File: src/rtl/path_history_folder.sv
// Folds the path history into a FOLD_LEN-bit value, updated one history write per cycle.
// A serial scan rebuilds the folded value from the full history when resync is pulsed.
module path_history_folder #(
  parameter int PHIST_LEN = 16,
  parameter int FOLD_LEN  = 10
) (
  input  logic                 clk,
  input  logic                 rst,
  input  logic                 we,
  input  logic [31:0]          pc,
  input  logic [PHIST_LEN-1:0] rdata_phist,
  input  logic                 resync,
  output logic [FOLD_LEN-1:0]  folded,
  output logic                 valid
);

  // state | meaning
  // READY | folded tracks history incrementally, valid=1
  // SCAN  | serial rebuild from rdata_phist, valid=0, folded held

  localparam int CNT_W    = $clog2(PHIST_LEN) + 1;
  localparam int IDX_W    = (PHIST_LEN > 1) ? $clog2(PHIST_LEN) : 1;
  localparam int DROP_POS = PHIST_LEN % FOLD_LEN;
  localparam logic [CNT_W-1:0] LAST_CNT = CNT_W'(PHIST_LEN - 1);

  typedef enum logic {READY, SCAN} state_e;

  state_e              state_q, state_d;
  logic [CNT_W-1:0]    cnt_q, cnt_d;
  logic [FOLD_LEN-1:0] acc_q, acc_d;
  logic [FOLD_LEN-1:0] folded_q, folded_d;
  logic                valid_q, valid_d;
  logic [FOLD_LEN-1:0] ins_bits;
  logic [FOLD_LEN-1:0] scan_bit;
  logic [FOLD_LEN-1:0] scan_next;
  logic                unused_pc;

  assign unused_pc = ^{pc[31:3], pc[1:0]};

  function automatic logic [FOLD_LEN-1:0] rotl1(input logic [FOLD_LEN-1:0] x);
    logic [FOLD_LEN-1:0] r;
    r = '0;
    for (int i = 0; i < FOLD_LEN; i++) r[(i + 1) % FOLD_LEN] = x[i];
    return r;
  endfunction

  always_ff @(posedge clk or posedge rst) begin
    if (rst) begin
      state_q  <= READY;
      cnt_q    <= '0;
      acc_q    <= '0;
      folded_q <= '0;
      valid_q  <= 1'b1;
    end else begin
      state_q  <= state_d;
      cnt_q    <= cnt_d;
      acc_q    <= acc_d;
      folded_q <= folded_d;
      valid_q  <= valid_d;
    end
  end

  always_comb begin
    state_d  = state_q;
    cnt_d    = cnt_q;
    acc_d    = acc_q;
    folded_d = folded_q;
    valid_d  = valid_q;

    // New bit enters at position 0; the bit leaving the window lands at PHIST_LEN mod FOLD_LEN.
    ins_bits           = '0;
    ins_bits[0]        = pc[2];
    ins_bits[DROP_POS] = ins_bits[DROP_POS] ^ rdata_phist[0];

    scan_bit    = '0;
    scan_bit[0] = rdata_phist[cnt_q[IDX_W-1:0]];
    scan_next   = rotl1(acc_q) ^ scan_bit;

    case (state_q)
      READY: begin
        if (resync) begin
          state_d = SCAN;
          cnt_d   = '0;
          acc_d   = '0;
          valid_d = 1'b0;
        end else if (we) begin
          folded_d = rotl1(folded_q) ^ ins_bits;
        end
      end
      SCAN: begin
        if (we || resync) begin
          cnt_d = '0;
          acc_d = '0;
        end else begin
          acc_d = scan_next;
          cnt_d = cnt_q + 1'b1;
          if (cnt_q == LAST_CNT) begin
            folded_d = scan_next;
            valid_d  = 1'b1;
            state_d  = READY;
          end
        end
      end
      default: state_d = READY;
    endcase
  end

  assign folded = folded_q;
  assign valid  = valid_q;

endmodule

File: config.mk
export PLATFORM = sky130hd
export DESIGN_NAME = path_history_folder
export DESIGN_NICKNAME = d
export VERILOG_FILES = /design/src/rtl/path_history_folder.sv
export SDC_FILE = /design/constraint.sdc
export NUM_CORES = 1
export LEC_CHECK = 0
export CAP_MARGIN = 10
export CORE_MARGIN = 1
export CORE_UTILIZATION = 36
export DETAILED_ROUTE_END_ITERATION = 10
export PLACE_DENSITY_LB_ADDON = 0.1
export SLEW_MARGIN = 25
export SYNTH_ARGS = -nofsm -noshare
export SYNTH_HDL_FRONTEND = slang
export SYNTH_SLANG_ARGS = --single-unit
export TNS_END_PERCENT = 20
File: constraint.sdc
create_clock -name clk -period 1.8 [get_ports clk]
set_input_delay 0.36 -clock clk [delete_from_list [all_inputs] [get_ports clk]]
set_output_delay 0.36 -clock clk [all_outputs]
set_load 0.1 [all_outputs]
==> key figures <==
Clock network
  – Max Root-Sink Buffers: 2
  – Clk Latency, worst-skew pair: between 200 and 300 ps
  – Setup fix buffers added after clock tree synthesis: 0
  – Max H-tree Level: 1
  – Clock transition at the registers of the reported paths: around 100 ps
  – Clock tree from TritonCTS: done
  – Clock root buffer: sky130_fd_sc_hd__clkbuf_8
  – Number of buffers inserted during clock tree synthesis: 3
  – Sinks on Clock Net: 27
  – Hold buffer count at CTS: 0

Worst setup path
  – Worst endpoint data arrival time: 2050 ps
  – Slowest-stage cell, CP: sky130_fd_sc_hd__mux4_2
  – CP delay by family, top: multiplexers
  – Required time at the endpoint of the critical path: about 2000 ps
  – Element type at the critical path end: register
  – Chain of cells forming the critical path: mux4_2 > mux4_2 > xnor2_2 > o221ai_2
  – Buf/Inv on CP: 0
  – Kind of critical path: register to register
  – Largest fanout on the critical path: 8
  – CP most frequent cell: sky130_fd_sc_hd__mux4_2
  – Critical path startpoint category: register
  – Maximum single-stage delay on the critical path: roughly 520 ps

Placed design
  – Final HPWL from detailed placement: between 2000 and 2500 um
  – Count of port buffers added during placement: 31
  – Placer congestion estimate: ~0.74
  – Placed cell count: between 150 and 200

STA
  – Max-slew headroom: between 50% and 60%
  – Final count of hold timing violations: 0
  – Max-slew violation count: 0
  – Crit share post-route: 105%
  – Number of endpoints failing setup at the final stage: 2
  – RSZ-0062 raised after global routing: true
  – Aggregate negative setup slack: -137 ps
  – Post-route worst setup slack: -90.6 ps
  – Clock period minus final worst setup slack: ~1900 ps
  – Max Clock Freq: 529 MHz
  – Clock skew: around 6.6 ps
  – Actual slew at the worst max-slew pin: 634 ps

GRT
  – Global-route wire length before repair: ~4800 um
  – Residual overflow from global routing: 0
  – Via count of the first global-routing pass: 992
  – Total global routing track utilization: between 10% and 20%
  – Number of antenna violations at the first check in global routing: 0
  – Pin count of the biggest net entering global routing: 28

Logic synthesis
  – Total of warnings raised by yosys: 0
  – Leading area contributor after synthesis: sky130_fd_sc_hd__dfrtp_1
  – Post-synth cell types: 27
  – Avg Synthesized Cell Area: 11.6 um2
  – Leading cell types by total area after synthesis: sky130_fd_sc_hd__dfrtp_1, sky130_fd_sc_hd__a22o_1, sky130_fd_sc_hd__mux2i_1, sky130_fd_sc_hd__mux4_1, sky130_fd_sc_hd__a21oi_1
  – Share of Yosys cell area claimed by the top area cell type: 48.6%
  – Number of storage elements in the synthesis netlist: 27
  – Post-Syn Nets: 169
  – Sequential fraction of the synthesis area: about half
  – Cell count after synthesis: between 100 and 150
  – Synthesized cell area: between 1000 and 1500 um2

Route
  – Number of iterations in the first detailed-routing pass: 4
  – Routed wirelength normalized by instance count: 14.2 um
  – DR iter-0 viols: 45
  – Post-Route WL: approximately 2800 um
  – Count of unresolved DRC violations after routing: 0
  – Post-route antenna net violation count: 0
  – Total number of vias: between 900 and 1,000
  – Via-per-instance ratio: 5.00

Status
  – Violated checks: negative setup slack
  – Outcome: complete, but fails checks

Power and ir drop
  – Sum of internal, switching and leakage power: between 0.001 and 0.0015 W
  – Pwr Density: ~770 nW/um2
  – IR drop worst, VDD: ~0.0005 V
  – Static leakage: roughly 0.87 nW

Cells and area
  – Fraction of final layout cells with drive strength greater than 1: roughly a quarter
  – Net count, final: 209
  – Number of non-filler instances in the completed layout: 200
  – Area Overhead vs Synth: 43.1%
  – Antenna Cells: 0

Floorplanning
  – Die Height: approximately 63 um
  – Die span in x: 63.0 um
  – Die ar.: approximately 4000 um2
  – Std cell rows: 21
  – Core footprint: ~3400 um2
  – Starting Density: around two fifths
  – Total I/O pin count: 63

Worst hold path
  – Classification of the worst-slack hold path: input port to asynchronous set/reset pin

Flow run
  – Reported max-cap violation count: 0
-- layout make-up --
class / instances / area (um2)
flip-flops and latches: 27 / 679
repair buffers: 43 / 514
inverters: 4 / 15.0
well taps: 46 / 57.6
clock inverters: 1 / 7.51
fillers: 310 / 1530
multi-input cells: 76 / 599
clock buffers: 3 / 41.3
-- per-stage QoR --
step	instance area [um2]	hold slack [ps]	utilization (%)	setup slack [ps]
after floorplan	1340	412	-	-44.4
after global placement	1870	462	54.3	-369
after detailed placement	1870	470	54.3	-391
after CTS	1910	459	55.4	-150
after global routing	1910	495	55.6	-183
final	1910	445	55.6	-90.6
-- cells by family after synthesis --
| group | synth area share [%] |
|---|---|
| AO/OA/AOI/OAI | 15.3 |
| buffers and inverters | 3.93 |
| adder cells (fa/ha/maj) | 1.87 |
| XOR/XNOR | 3.18 |
| AND/OR/NAND/NOR | 8.98 |
| flip-flops | 50.6 |
| multiplexers | 16.1 |
-- sequential cells by signal, indices dropped and copies added (netlist names) --
name     cells
cnt_q        5
state_q      1
folded      10
valid        1
acc_q       10
-- path summary, 6_finish.rpt --
kind	from	endpoint	slack, ps	depth (start not counted)
worst max-delay path	cnt_q[2]	folded[0]	-90	4
worst min-delay path	rst	state_q	440	3
worst max register to register	cnt_q[2]	folded[0]	-90	4
worst min register to register	cnt_q[4]	cnt_q[4]	480	2
max in group asynchronous	rst	valid	1060	3
min in group clk	cnt_q[4]	cnt_q[4]	480	2
-- power by group --
part | switching [W] | total [W] | leakage [nW] | internal (W)
clock | 0.000193 | 0.000350 | 0.0217 | 0.000157
sequential | 0.0000395 | 0.000676 | 0.347 | 0.000636
combinational | 0.000260 | 0.000444 | 0.503 | 0.000184
total | 0.000492 | 0.00147 | 0.872 | 0.000977
-- worst register-to-register path, cell delays in order (launching register included) --
cell,delay (ps)
sky130_fd_sc_hd__dfrtp_2,480
sky130_fd_sc_hd__mux4_2,520
sky130_fd_sc_hd__mux4_2,500
sky130_fd_sc_hd__xnor2_2,170
sky130_fd_sc_hd__o221ai_2,100
-- placed cells by master, fill, tap and decap left out, drive strengths merged --
master         netlist  layout
clkbuf               7       3
or3b                 1       1
o21ai               10      10
clkdlybuf4s50        0      20
a21oi                9       9
nand2                6       6
mux2i                8       8
mux2                 1       1
clkinvlp             0       1
mux4                 5       5
dfrtp               26      26
buf                  1      23
a22o                10      10
nand2b               2       2
xnor2                2       2
nand3                1       1
a21o                 1       1
xor2                 2       2
nor3b                1       1
o221ai               1       1
inv                  4       4
and3                 1       1
ha                   2       2
nor2                11      11
nand3b               2       2
dfstp                1       1
-- cell usage after synthesis --
cell / n
sky130_fd_sc_hd__mux2i_1: 8
sky130_fd_sc_hd__a21o_1: 1
sky130_fd_sc_hd__nand3_1: 1
sky130_fd_sc_hd__nand2b_1: 2
sky130_fd_sc_hd__or3b_2: 1
sky130_fd_sc_hd__dfrtp_1: 26
sky130_fd_sc_hd__inv_1: 4
sky130_fd_sc_hd__ha_1: 2
sky130_fd_sc_hd__o21ai_1: 1
sky130_fd_sc_hd__clkbuf_1: 7
sky130_fd_sc_hd__buf_6: 1
sky130_fd_sc_hd__nor3b_1: 1
sky130_fd_sc_hd__xnor2_2: 1
sky130_fd_sc_hd__nor2_1: 11
sky130_fd_sc_hd__nand2_1: 6
sky130_fd_sc_hd__o221ai_2: 1
sky130_fd_sc_hd__xnor2_1: 1
sky130_fd_sc_hd__and3_2: 1
sky130_fd_sc_hd__mux2_2: 1
sky130_fd_sc_hd__xor2_1: 2
sky130_fd_sc_hd__a22o_1: 10
sky130_fd_sc_hd__dfstp_2: 1
sky130_fd_sc_hd__mux4_1: 3
sky130_fd_sc_hd__a21oi_1: 9
sky130_fd_sc_hd__o21ai_0: 9
sky130_fd_sc_hd__nand3b_1: 2
sky130_fd_sc_hd__mux4_2: 2
-- layer usage --
| layer | share of wire, % | GRT usage [%] |
|---|---|---|
| met2 | 50 | 24.9 |
| met5 | 0 | 0 |
| met3 | 3.0 | 2.74 |
| met1 | 46 | 22.1 |
| met4 | 0.95 | 4.36 |
-- timing repair --
action                     4_1_cts  5_1_grt
resized for setup                4        3
setup endpoints to repair        2       10
pin swaps                        1        1
Power figures use the tool's default switching activity.
==> RTL change 1: new RTL, same settings <==
`PHIST_LEN`: 16 -> 8.
--- a/src/rtl/path_history_folder.sv
+++ b/src/rtl/path_history_folder.sv
@@ -1,7 +1,7 @@
 // Folds the path history into a FOLD_LEN-bit value, updated one history write per cycle.
 // A serial scan rebuilds the folded value from the full history when resync is pulsed.
 module path_history_folder #(
-  parameter int PHIST_LEN = 16,
+  parameter int PHIST_LEN = 8,
   parameter int FOLD_LEN  = 10
 ) (
   input  logic                 clk,
Ports: changed (resized rdata_phist); port bits go from 63 to 55. No check against the original RTL was run, so the function may have changed too.
==> RTL change 1 against the unedited design <==
Wire length down 15%; critical path depth did not move; setup slack better by 0.21 ns; synthesized area is 9.6% lower; maximum frequency grew 12%; sequential power is 6.7% lower; clock skew is 0.0029 ns lower; count of clock-buffer cells in the layout unchanged; final area shrank 11%; sequential cell count down 1; total power decreased by 10%.
==> RTL change 1: results <==
{
  "min_path_type": "in -> async",
  "cp_slowest_cell": "mux4_1",
  "antenna_found_initial": 0,
  "root_buffer": "clkbuf_4",
  "worst_pin_slew_ns": 0.328,
  "nFillCells": 282,
  "ys_seq_area_share_pct": 53.9,
  "power_frac_seq_pct": 47.9,
  "status": "finished clean",
  "io_buffers": 23,
  "synth_common_cells": "25 x dfrtp_1, 11 x a22o_1, 10 x nand2_1, 10 x o21ai_0, 9 x mux2i_1",
  "worstSkewPairLatency_ns": 0.32,
  "htreeDepth": 1,
  "async_flop_share_pct": 100,
  "postCtsSetupRepairBufs": 0,
  "max_stage_delay_ns": 0.61,
  "total_leakage_power_uw": 0.000804,
  "switching_share_pct": 28.2,
  "met1_length_mm": 1.15,
  "power_frac_comb_pct": 21.6,
  "synth.top_cells.by_area": "dfrtp_1 52%, a22o_1 8.0%, mux2i_1 7.5%",
  "yosysWarnings": 0,
  "drt_iter0_drc": 24,
  "hpwl_mm": 1.71,
  "worst_ep_arrival_time_ns": 1.91,
  "dp.cells": 172,
  "crit_fanout": 5,
  "total_power_uw": 1320,
  "routed.top_layer": "met4",
  "cts_resized": 0,
  "routed-via-count": 869,
  "synth_nets": 146,
  "syn_avg_cell_area_um2": 12.0,
  "finClkSkew_ns": 0.00372,
  "antenna_cells": 0,
  "grt_pass1_vias": 880,
  "clkTransAtPathRegs_ns": 0.14,
  "nNetsFinal": 178,
  "drt-pass1-iter-count": 5,
  "yosysUniqueCellTypes": 28,
  "cts_inserted_buffers": 3,
  "wirelength_mm": 2.41,
  "grt_pass1_wl_mm": 4.11,
  "clockBufferDepth": 2,
  "place_congestion": 0.726,
  "crit_family": "multiplexers",
  "met3_usage_pct": 3.90,
  "drive_above_1_share_pct": 23.5,
  "drt-wirelength-per-cell_um": 13.7,
  "met1_usage_pct": 21.5,
  "wl_met2_mm": 1.15,
  "ir_drop_uv": 556,
  "gr-usage-met2_pct": 25.2,
  "grt_start_max_net_pins": 27,
  "wl_met3_um": 93,
  "grt_usage_pct": 15.8
}
## RTL change 1: changes by cell type in the layout (fill, tap and decap cells not counted), moves of 3 or more
cell,before,now
a21oi_1,9,1
clkbuf_4,0,3
clkbuf_8,3,0
clkdlybuf4s50_1,20,12
mux4_2,5,0
nand2_1,6,10
nor2_1,10,4
xnor2_1,1,4
## RTL change 1: layout make-up
type | count | area share [%]
tap | 44 | 3.22
clock inverter | 1 | 1.76
sequential | 26 | 38.2
clock buffer | 3 | 1.32
multi-input combinational | 67 | 30.7
inverter | 2 | 0.439
timing repair buffer | 33 | 24.3
## RTL change 1: cell families (layout without fill, tap and decap cells)
group	after synthesis	count (layout)	synth area share (%)
AO/OA/AOI/OAI	27	27	15.2
XOR/XNOR	4	4	2.90
adder cells (fa/ha/maj)	1	1	1.04
buffers and inverters	8	39	2.59
flip-flops	26	26	53.9
multiplexers	13	13	14.6
AND/OR/NAND/NOR	22	22	9.73
## RTL change 1: per-stage QoR
step                cell area (um2)  setup TNS (ns)  setup WS (ns)
floorplan                      1210               0         0.0950
global placement               1660          -0.221         -0.158
detailed placement             1660          -0.263         -0.187
CTS                            1710               0         0.0543
global route                   1710               0         0.0161
finish                         1710               0          0.116
## RTL change 1: path summary, 6_finish.rpt
path	startpoint	to	slack, ns	cells past startpoint
min in group clk	valid$_DFFE_PP1P_	valid$_DFFE_PP1P_	0.51	2
worst min register to register	valid$_DFFE_PP1P_	valid$_DFFE_PP1P_	0.51	2
worst max-delay path	cnt_q[1]$_DFFE_PP0P_	acc_q[0]$_DFFE_PP0P_	0.12	4
max in group asynchronous	rst	valid$_DFFE_PP1P_	1.13	3
worst min-delay path	rst	acc_q[2]$_DFFE_PP0P_	0.37	3
worst max register to register	cnt_q[1]$_DFFE_PP0P_	acc_q[0]$_DFFE_PP0P_	0.12	4
==> RTL change 2: new RTL, same settings <==
Made on the original files. Reset style: synchronous (`rst`), changed in one clocked block.
--- a/src/rtl/path_history_folder.sv
+++ b/src/rtl/path_history_folder.sv
@@ -44,7 +44,7 @@
     return r;
   endfunction
 
-  always_ff @(posedge clk or posedge rst) begin
+  always_ff @(posedge clk) begin
     if (rst) begin
       state_q  <= READY;
       cnt_q    <= '0;
Function: differs if rst is asserted again (counterexample within 4 cycles, from zero or initial values and one cycle with rst high); with rst held inactive, the same outputs for 10 cycles.
==> RTL change 2 against the unedited design <==
Core utilization is 2.9 points higher; wire length is 22% higher; total power is 8.0% lower; sequential share of layout area is 9.9 points lower; clock skew is 0.0036 ns lower; sequential cell count stayed put; synthesized cell count is 33% higher; count of clock-buffer cells in the layout stayed put; synthesized area is 2.9% higher; maximum frequency is 6.6% higher; clock power is 1% lower; final area is 12% higher; setup slack better by 0.12 ns.
==> RTL change 2: results <==
{
  "crit_start": "cnt_q[0]$_SDFFE_PP0P_",
  "crit_family": "compound AO/OA/AOI/OAI gates",
  "min_to": "cnt_q[4]$_SDFFE_PP0P_",
  "nFillCells": 335,
  "finClkSkew_ns": 0.00298,
  "yosysUniqueCellTypes": 38,
  "worst_ep_arrival_time_ns": 1.97,
  "muxShareOfSynthArea_pct": 14.5,
  "synth.top_cells.by_area": "dfxtp_1 39%, nor2_1 9.3%, mux2i_1 8.7%",
  "postLayoutSetupSlackWorst_ns": 0.0271,
  "ys_seq_area_share_pct": 39.3,
  "synth_common_cells": "34 x nor2_1, 27 x dfxtp_1, 12 x mux2i_1, 11 x a22oi_1, 8 x a211oi_1",
  "wl_met3_um": 101,
  "nNetsFinal": 257,
  "vias_per_cell": 5.19,
  "power.switching_uw": 409,
  "place_congestion": 0.782,
  "worstSkewPairLatency_ns": 0.27,
  "grt_pass1_wl_mm": 5.58,
  "grt_start_max_net_pins": 21,
  "drive_above_1_share_pct": 27.7,
  "total_leakage_power_uw": 0.000793,
  "slew-limit-headroom_pct": 82.3,
  "async_flop_share_pct": 0,
  "met3_usage_pct": 4.29,
  "finalHoldWorstSlack_ns": 0.502,
  "pre_cts_slack_ns": -0.227,
  "syn_avg_cell_area_um2": 9.00,
  "gr-usage-met2_pct": 31.3,
  "wirelength_mm": 3.48,
  "max_stage_delay_ns": 0.40,
  "placed_area_um2": 1960,
  "dp.cells": 240,
  "min_path_type": "reg -> reg",
  "yosys.area_share.adder_pct": 1.82,
  "hpwl_mm": 2.43,
  "drt_iter0_drc": 38,
  "antenna_cells": 0,
  "met1_length_mm": 1.48,
  "grt_pass1_vias": 1241,
  "met1_usage_pct": 21.2,
  "synth_nets": 207,
  "r2r-end": "folded[0]$_SDFFE_PP0P_",
  "finalNonFillerCells": 250,
  "synth-compound-area-share_pct": 17.6,
  "reg2regPathDepth": 8,
  "crit_fanout": 5,
  "wl_met2_mm": 1.88,
  "grt_usage_pct": 17.4,
  "cp_slowest_cell": "dfxtp_4",
  "status": "finished clean",
  "yosys.area_share.xor_xnor_pct": 1.91,
  "root_buffer": "clkbuf_8",
  "ir_drop_uv": 611,
  "endpoint_kind": "register"
}
[RTL change 2: cell count changes in the layout (fill, tap and decap cells not counted), sizes merged, moves of 5 or more]
cell,delta
dfxtp,+27
dfrtp,-26
nor2,+23
a22oi,+11
buf,+11
a22o,-10
a211oi,+8
o21ai,-7
mux2i,+5
[RTL change 2: timing repair]
item | in CTS | in global routing
resized for setup | 2 | 11
endpoints found under the setup margin | 10 | 8
pin swaps | 0 | 8
buffers inserted | 0 | 4
gates cloned | 0 | 2
[RTL change 2: cell type report]
type	instances	area, um2	share of cell area [%]
multi-input cells	112	816	38.1
repair buffers	56	659	30.8
flip-flops and latches	27	548	25.6
well taps	48	60.1	2.80
clock buffers	3	41.3	1.93
inverters	3	11.3	0.525
clock inverters	1	7.51	0.350
[RTL change 2: power by group through the flow]
stage | sequential (uW) | clock [uW] | combinational, uW
global placement | 651 | 0 | 343
detailed placement | 652 | 0 | 347
floorplan | 746 | 0 | 97.1
global route | 638 | 388 | 388
finish | 635 | 346 | 370
CTS | 637 | 363 | 348
